[config.mk]
export PLATFORM = sky130hd
export DESIGN_NAME = hazard_scheduler
export DESIGN_NICKNAME = d
export VERILOG_FILES = /design/src/rtl/hazard_scheduler.sv
export SDC_FILE = /design/constraint.sdc
export NUM_CORES = 1
export LEC_CHECK = 0
export ABC_CLOCK_PERIOD_IN_PS = 3600
export CORE_MARGIN = 1
export CORE_UTILIZATION = 45
export DETAILED_ROUTE_END_ITERATION = 10
export PLACE_DENSITY = 0.67
export SETUP_SLACK_MARGIN = 0.05
export SLEW_MARGIN = 20
export SYNTH_ARGS = -nofsm -noshare
export SYNTH_HDL_FRONTEND = slang
export SYNTH_SLANG_ARGS = --single-unit
[constraint.sdc]
create_clock -name clk -period 3.6 [get_ports clk]
set_input_delay 0.72 -clock clk [delete_from_list [all_inputs] [get_ports clk]]
set_output_delay 0.72 -clock clk [all_outputs]
set_load 0.02 [all_outputs]
[src/rtl/hazard_scheduler.sv]
// rtl/hazard_scheduler.sv - pipeline hazard scheduler: stall, freeze, flush and forwarding control
//
// Keeps a private scoreboard of the instructions in EXE, MEM and WB. From it, and
// from the ID stage's operand/control outputs, it derives:
//   hazard       : stall IF/ID and inject a bubble into EXE
//   freeze       : hold every pipeline register (data memory busy)
//   flush        : clear IF/ID after a taken branch
//   fwd_sel1/2   : EXE operand source (0 = regfile, 1 = MEM ALU result, 2 = WB value)
//   stall_count  : saturating count of cycles spent in hazard or freeze
// Inputs: clk, reset (async, active-low), id_src1, id_src2, id_two_src, id_dest,
//         id_wb_en, id_mem_r_en, branch_taken, mem_busy.
// FORWARD = 1 stalls only on load-use; FORWARD = 0 stalls on any RAW in EXE or MEM.

module hazard_scheduler #(
    parameter bit FORWARD = 1'b1,
    parameter int CNT_W   = 16
) (
    input  logic             clk,
    input  logic             reset,
    input  logic [3:0]       id_src1,
    input  logic [3:0]       id_src2,
    input  logic             id_two_src,
    input  logic [3:0]       id_dest,
    input  logic             id_wb_en,
    input  logic             id_mem_r_en,
    input  logic             branch_taken,
    input  logic             mem_busy,
    output logic             hazard,
    output logic             freeze,
    output logic             flush,
    output logic [1:0]       fwd_sel1,
    output logic [1:0]       fwd_sel2,
    output logic [CNT_W-1:0] stall_count
);

    // Only the EXE slot needs source operands (forwarding looks at them).
    typedef struct packed {
        logic       valid;
        logic [3:0] dest;
        logic       wb_en;
        logic       mem_r_en;
        logic [3:0] src1;
        logic [3:0] src2;
        logic       two_src;
    } exe_slot_t;

    typedef struct packed {
        logic       valid;
        logic [3:0] dest;
        logic       wb_en;
        logic       mem_r_en;
    } mem_slot_t;

    exe_slot_t  exe_q;
    exe_slot_t  id_slot;
    mem_slot_t  mem_q;
    logic       wb_valid;
    logic       wb_wb_en;
    logic [3:0] wb_dest;

    logic exe_m1, exe_m2, mem_m1, mem_m2;
    logic raw_hazard;
    logic mem_f1, mem_f2, wb_f1, wb_f2;

    always_comb begin
        id_slot = '{valid:    1'b1,
                    dest:     id_dest,
                    wb_en:    id_wb_en,
                    mem_r_en: id_mem_r_en,
                    src1:     id_src1,
                    src2:     id_src2,
                    two_src:  id_two_src};
    end

    // Hazard detection against the instruction waiting in ID.
    always_comb begin
        exe_m1 = exe_q.valid & exe_q.wb_en & (exe_q.dest == id_src1);
        exe_m2 = id_two_src & exe_q.valid & exe_q.wb_en & (exe_q.dest == id_src2);
        mem_m1 = mem_q.valid & mem_q.wb_en & (mem_q.dest == id_src1);
        mem_m2 = id_two_src & mem_q.valid & mem_q.wb_en & (mem_q.dest == id_src2);

        if (FORWARD) begin
            // Only a load in EXE cannot be bypassed in time.
            raw_hazard = exe_q.mem_r_en & (exe_m1 | exe_m2);
        end else begin
            raw_hazard = exe_m1 | exe_m2 | mem_m1 | mem_m2;
        end

        freeze = mem_busy;
        // A branch seen during freeze is retried once memory is ready: EXE still holds it.
        flush  = branch_taken & ~mem_busy;
        // Flush squashes the dependent instruction anyway, so it never also stalls.
        hazard = raw_hazard & ~mem_busy & ~flush;
    end

    // Forwarding for the instruction currently in EXE; MEM is younger so it wins.
    // A load in MEM has no data yet and is never a forwarding source.
    always_comb begin
        mem_f1 = mem_q.valid & mem_q.wb_en & ~mem_q.mem_r_en & (mem_q.dest == exe_q.src1);
        mem_f2 = mem_q.valid & mem_q.wb_en & ~mem_q.mem_r_en & (mem_q.dest == exe_q.src2);
        wb_f1  = wb_valid & wb_wb_en & (wb_dest == exe_q.src1);
        wb_f2  = wb_valid & wb_wb_en & (wb_dest == exe_q.src2);

        fwd_sel1 = 2'd0;
        fwd_sel2 = 2'd0;
        if (FORWARD && exe_q.valid) begin
            if (mem_f1)     fwd_sel1 = 2'd1;
            else if (wb_f1) fwd_sel1 = 2'd2;

            if (exe_q.two_src) begin
                if (mem_f2)     fwd_sel2 = 2'd1;
                else if (wb_f2) fwd_sel2 = 2'd2;
            end
        end
    end

    always_ff @(posedge clk or negedge reset) begin
        if (!reset) begin
            exe_q       <= '0;
            mem_q       <= '0;
            wb_valid    <= 1'b0;
            wb_wb_en    <= 1'b0;
            wb_dest     <= 4'd0;
            stall_count <= '0;
        end else begin
            if (!freeze) begin
                wb_valid <= mem_q.valid;
                wb_wb_en <= mem_q.wb_en;
                wb_dest  <= mem_q.dest;
                mem_q    <= '{valid:    exe_q.valid,
                              dest:     exe_q.dest,
                              wb_en:    exe_q.wb_en,
                              mem_r_en: exe_q.mem_r_en};
                if (hazard || flush) begin
                    exe_q <= '0;
                end else begin
                    exe_q <= id_slot;
                end
            end

            if ((hazard || freeze) && (stall_count != {CNT_W{1'b1}})) begin
                stall_count <= stall_count + 1'b1;
            end
        end
    end

endmodule

==> flow_summary_export.csv <==
group,metric,value,unit
sta,tightestPinTransition,1.06,ns
hold_path,worst_hold_path_type,"in2async",
die,io_pins,42,
sta,setup-violations-final,0,
pwr,total_power,1.46,mW
sta,final_min_period_over_clock_period,94.8,%
grt,grt_max_degree,46,
logic_synthesis,synth-compound-area-share,11.4,%
grt,grt_antenna_before_repair,0,
clock_tree,clockRootBuffer,"clkbuf_8",
worst_setup_path,timing.reg2reg.worst_path_depth,5,
sta,skew,0.00612,ns
worst_setup_path,worst-r2r-setup-slack,1.41,ns
logic_synthesis,synth_fa_ha_area_share,0.547,%
worst_setup_path,crit_top_cell,"clkdlybuf4s50_1",
sta,timing.slew.headroom,28.6,%
sta,final.min_clock_period,3.41,ns
logic_synthesis,ys_dominant_reg_cell,"dfrtp_1",
logic_synthesis,asyncSetResetFlopFracSynth,100,%
placed_design,place_congestion,0.771,
worst_setup_path,reg2reg_start,"exe_q[15]$_DFFE_PN0N_",
clock_tree,cts_num_sinks,45,
worst_setup_path,crit_path_start_kind,"input pin",
die,die-width,73.3,microns
pwr,power.ir.vdd_worst,0.384,mV
logic_synthesis,yosysMostFrequentCell,"dfrtp_1",
worst_setup_path,worstSetupPathDepth,6,
route,post_drt_via_cell_ratio,5.39,
route,total_number_of_vias,1666,
worst_setup_path,critical_path_required,2.88,ns
finish,area_of_the_multi_input_gates,1120,sq um
finish,drive_above_1_share,13.6,%
logic_synthesis,synthCells,200,
placed_design,postPlaceCellArea,2750,sq um
route,antenna_viol_nets_final,0,
finish,area_growth_from_synthesis_to_layout,24.7,%
sta,timing.hold.ws,0.404,ns
sta,fin_tns_setup,0,ns
grt,wire_length_of_the_first_global_routing_pass,7860,microns
route,drt_first_pass_iters,4,
logic_synthesis,synthesis.yosys.warnings,0,
logic_synthesis,synth_area,2290,sq um
logic_synthesis,synth_xor_xnor_area_share,11.5,%
sta,fmaxAchievable,0.293,GHz
flow_run,max_cap_viol_count,0,
run_status,run_status,"complete, no violations",
grt,groute.usage.overall,19.4,%
grt,grt_pass1_vias,1691,
route,routed_wire_length_per_instance,15.1,microns
worst_setup_path,critical_path_class,"in2out",
finish,ff_latch_area,1130,sq um
logic_synthesis,muxShareOfSynthArea,8.37,%
worst_setup_path,r2r_end,"exe_q[3]$_DFFE_PN0N_",
worst_setup_path,crit_arrival,2.69,ns
clock_tree,ctsResizeCount,0,
die,effective_utilization_at_floorplan,47.5,%
pwr,cellPowerDensity,513,nW/um^2
logic_synthesis,ys_top_cells_by_area,"dfrtp_1 49%, mux2_2 8.4%, xnor2_1 7.3%, a22o_1 5.7%, xor2_1 4.2%",
logic_synthesis,seq_area_frac_synth,49.2,%
worst_setup_path,worst_setup_path_startpoint,"mem_busy",
finish,layout.filler_cells,430,
clock_tree,clock_insertion_delay_worst_skew,0.30,ns
sta,finalHoldViolCount,0,
clock_tree,cts.hold.buffers_added,0,
die,core-area,4820,sq um
finish,layout.cell_area.non_filler,2850,sq um
clock_tree,post_cts_setup_bufs,0,
die,fp.dieArea,5370,sq um
sta,setup_repair_after_global_routing_missed_its_margin,"false",
logic_synthesis,synth.avg_cell_area,11.4,sq um
sta,maxSlewViolCount,0,
logic_synthesis,postSynthNetCount,220,
clock_tree,cts-buffers-inserted,5,
pwr,leakage,1.20,nW
logic_synthesis,synth_top_family_by_area,"simple AND/OR/NAND/NOR gates",
logic_synthesis,yosys.cell_types.count,39,
worst_setup_path,critical_path.endpoint_type,"output pin",
placed_design,io_buffer_count,41,
worst_setup_path,cp_num_buf_inv,2,
clock_tree,tritoncts_clock_tree,"done",
die,floorplan.rows,25,
logic_synthesis,yosys.area.top_type,"dfrtp_1",
route,drt-total-wl,4670,microns
logic_synthesis,yosys-top-cells-count,"45 x dfrtp_1, 19 x xnor2_1, 17 x mux2_2, 15 x a22o_1, 11 x xor2_1",
logic_synthesis,edff_count_synth,0,
grt,overflow,0,
worst_setup_path,timing.critical_path.max_delay_family,"buffers and inverters",
route,initialDrtViolationCount,59,
finish,layout.nets,262,
die,floorplan.die.height,73.3,microns
worst_setup_path,cpPeakStageDelay,0.61,ns
worst_setup_path,crit_path_max_fanout,4,
clock_tree,cts.path.max_buffers,2,
logic_synthesis,synth_seq_cells,45,
logic_synthesis,synth.top_cell.area_share,49.2,%
finish,antenna-diode-count,0,
worst_setup_path,crit_path_top_delay_cell,"clkdlybuf4s50_1",
worst_setup_path,chain_of_cells_forming_the_critical_path,"clkdlybuf4s50_1, and4b_1, nand3_1, o22ai_1, nor2b_1, clkdlybuf4s50_1",
clock_tree,clkTransAtPathRegs,0.08,ns
route,remaining_drc_errors,0,
clock_tree,level_count_of_the_clock_h_tree,2,
logic_synthesis,synth_simple_gate_area_share,17.0,%
placed_design,detailedPlacementHpwl,3310,microns
==> per-stage QoR <==
stage	util, %	setup WS, ns	cells
6_report	59.2	0.189	309
5_1_grt	59.2	0.0774	309
4_1_cts	59.2	0.167	309
3_5_place_dp	57.0	0.164	302
3_3_place_gp	57.0	0.203	302
2_1_floorplan	-	1.18	200
==> worst reg2reg max path, stage by stage (launching register included) <==
cell     delay [ns]
dfrtp_1        0.46
and4b_1        0.26
nand3_1        0.18
o22ai_1        0.16
nor3_2         0.82
a22o_1         0.25
==> worst max-delay path by stage <==
stage / slack [ns] / end
6_report: 0.19 / hazard
3_3_place_gp: 0.20 / hazard
3_5_place_dp: 0.16 / hazard
2_1_floorplan: 1.18 / hazard
5_1_grt: 0.08 / hazard
4_1_cts: 0.17 / hazard
==> layer usage <==
metal,global-route usage (%),wire (microns),vias to the layer above
met5,0,0,-
met4,6.41,68,0
met3,3.70,137,7
met2,34.6,2350,27
met1,23.6,2110,820
li1,-,-,812
==> kinds of logic after synthesis <==
group,count (synthesis)
fa+ha+maj,1
flops,45
mux,17
simple gates,65
xor+xnor,30
buf+inv,9
compound gates,33
==> sequential cells by signal, indices dropped and copies added (netlist names) <==
name         cells
wb_valid         1
wb_wb_en         1
stall_count     16
mem_q            7
wb_dest          4
exe_q           16
==> area by class of cell <==
cell class	instances	share of cell area [%]
flip-flops and latches	45	39.5
well taps	67	2.94
clock inverters	2	1.23
multi-input cells	146	39.1
repair buffers	42	14.6
clock buffers	5	2.41
inverters	2	0.263
==> where the power goes <==
| part | switching, mW | total (mW) | internal, mW |
|---|---|---|---|
| Sequential | 0.0964 | 0.685 | 0.589 |
| Clock | 0.168 | 0.370 | 0.202 |
| Combinational | 0.195 | 0.409 | 0.214 |
| Total | 0.459 | 1.46 | 1.00 |
==> placed cells by master (no fill, tap or decap), types with 2 or more instances in the layout <==
cell             Yosys  routed
nor3_1               4       4
nand4_1              7       7
nor3_2               2       2
xnor2_1             19      19
nor2b_1              2       2
inv_1                2       2
a21oi_1              6       6
clkbuf_8             0       5
a22o_1              15      15
nand3_1              6       6
o21ai_0              2       2
and3_1               8       8
xor2_1              11      11
mux2_2              17      17
buf_4                1       2
nand2_1              9       9
a41oi_1              3       3
nor4_1               2       2
nand3b_1             4       4
dfrtp_1             45      45
nor2_1               9       9
clkdlybuf4s50_1      0      40
and2_1               5       5
No activity file was read; power rests on OpenSTA's default activity.
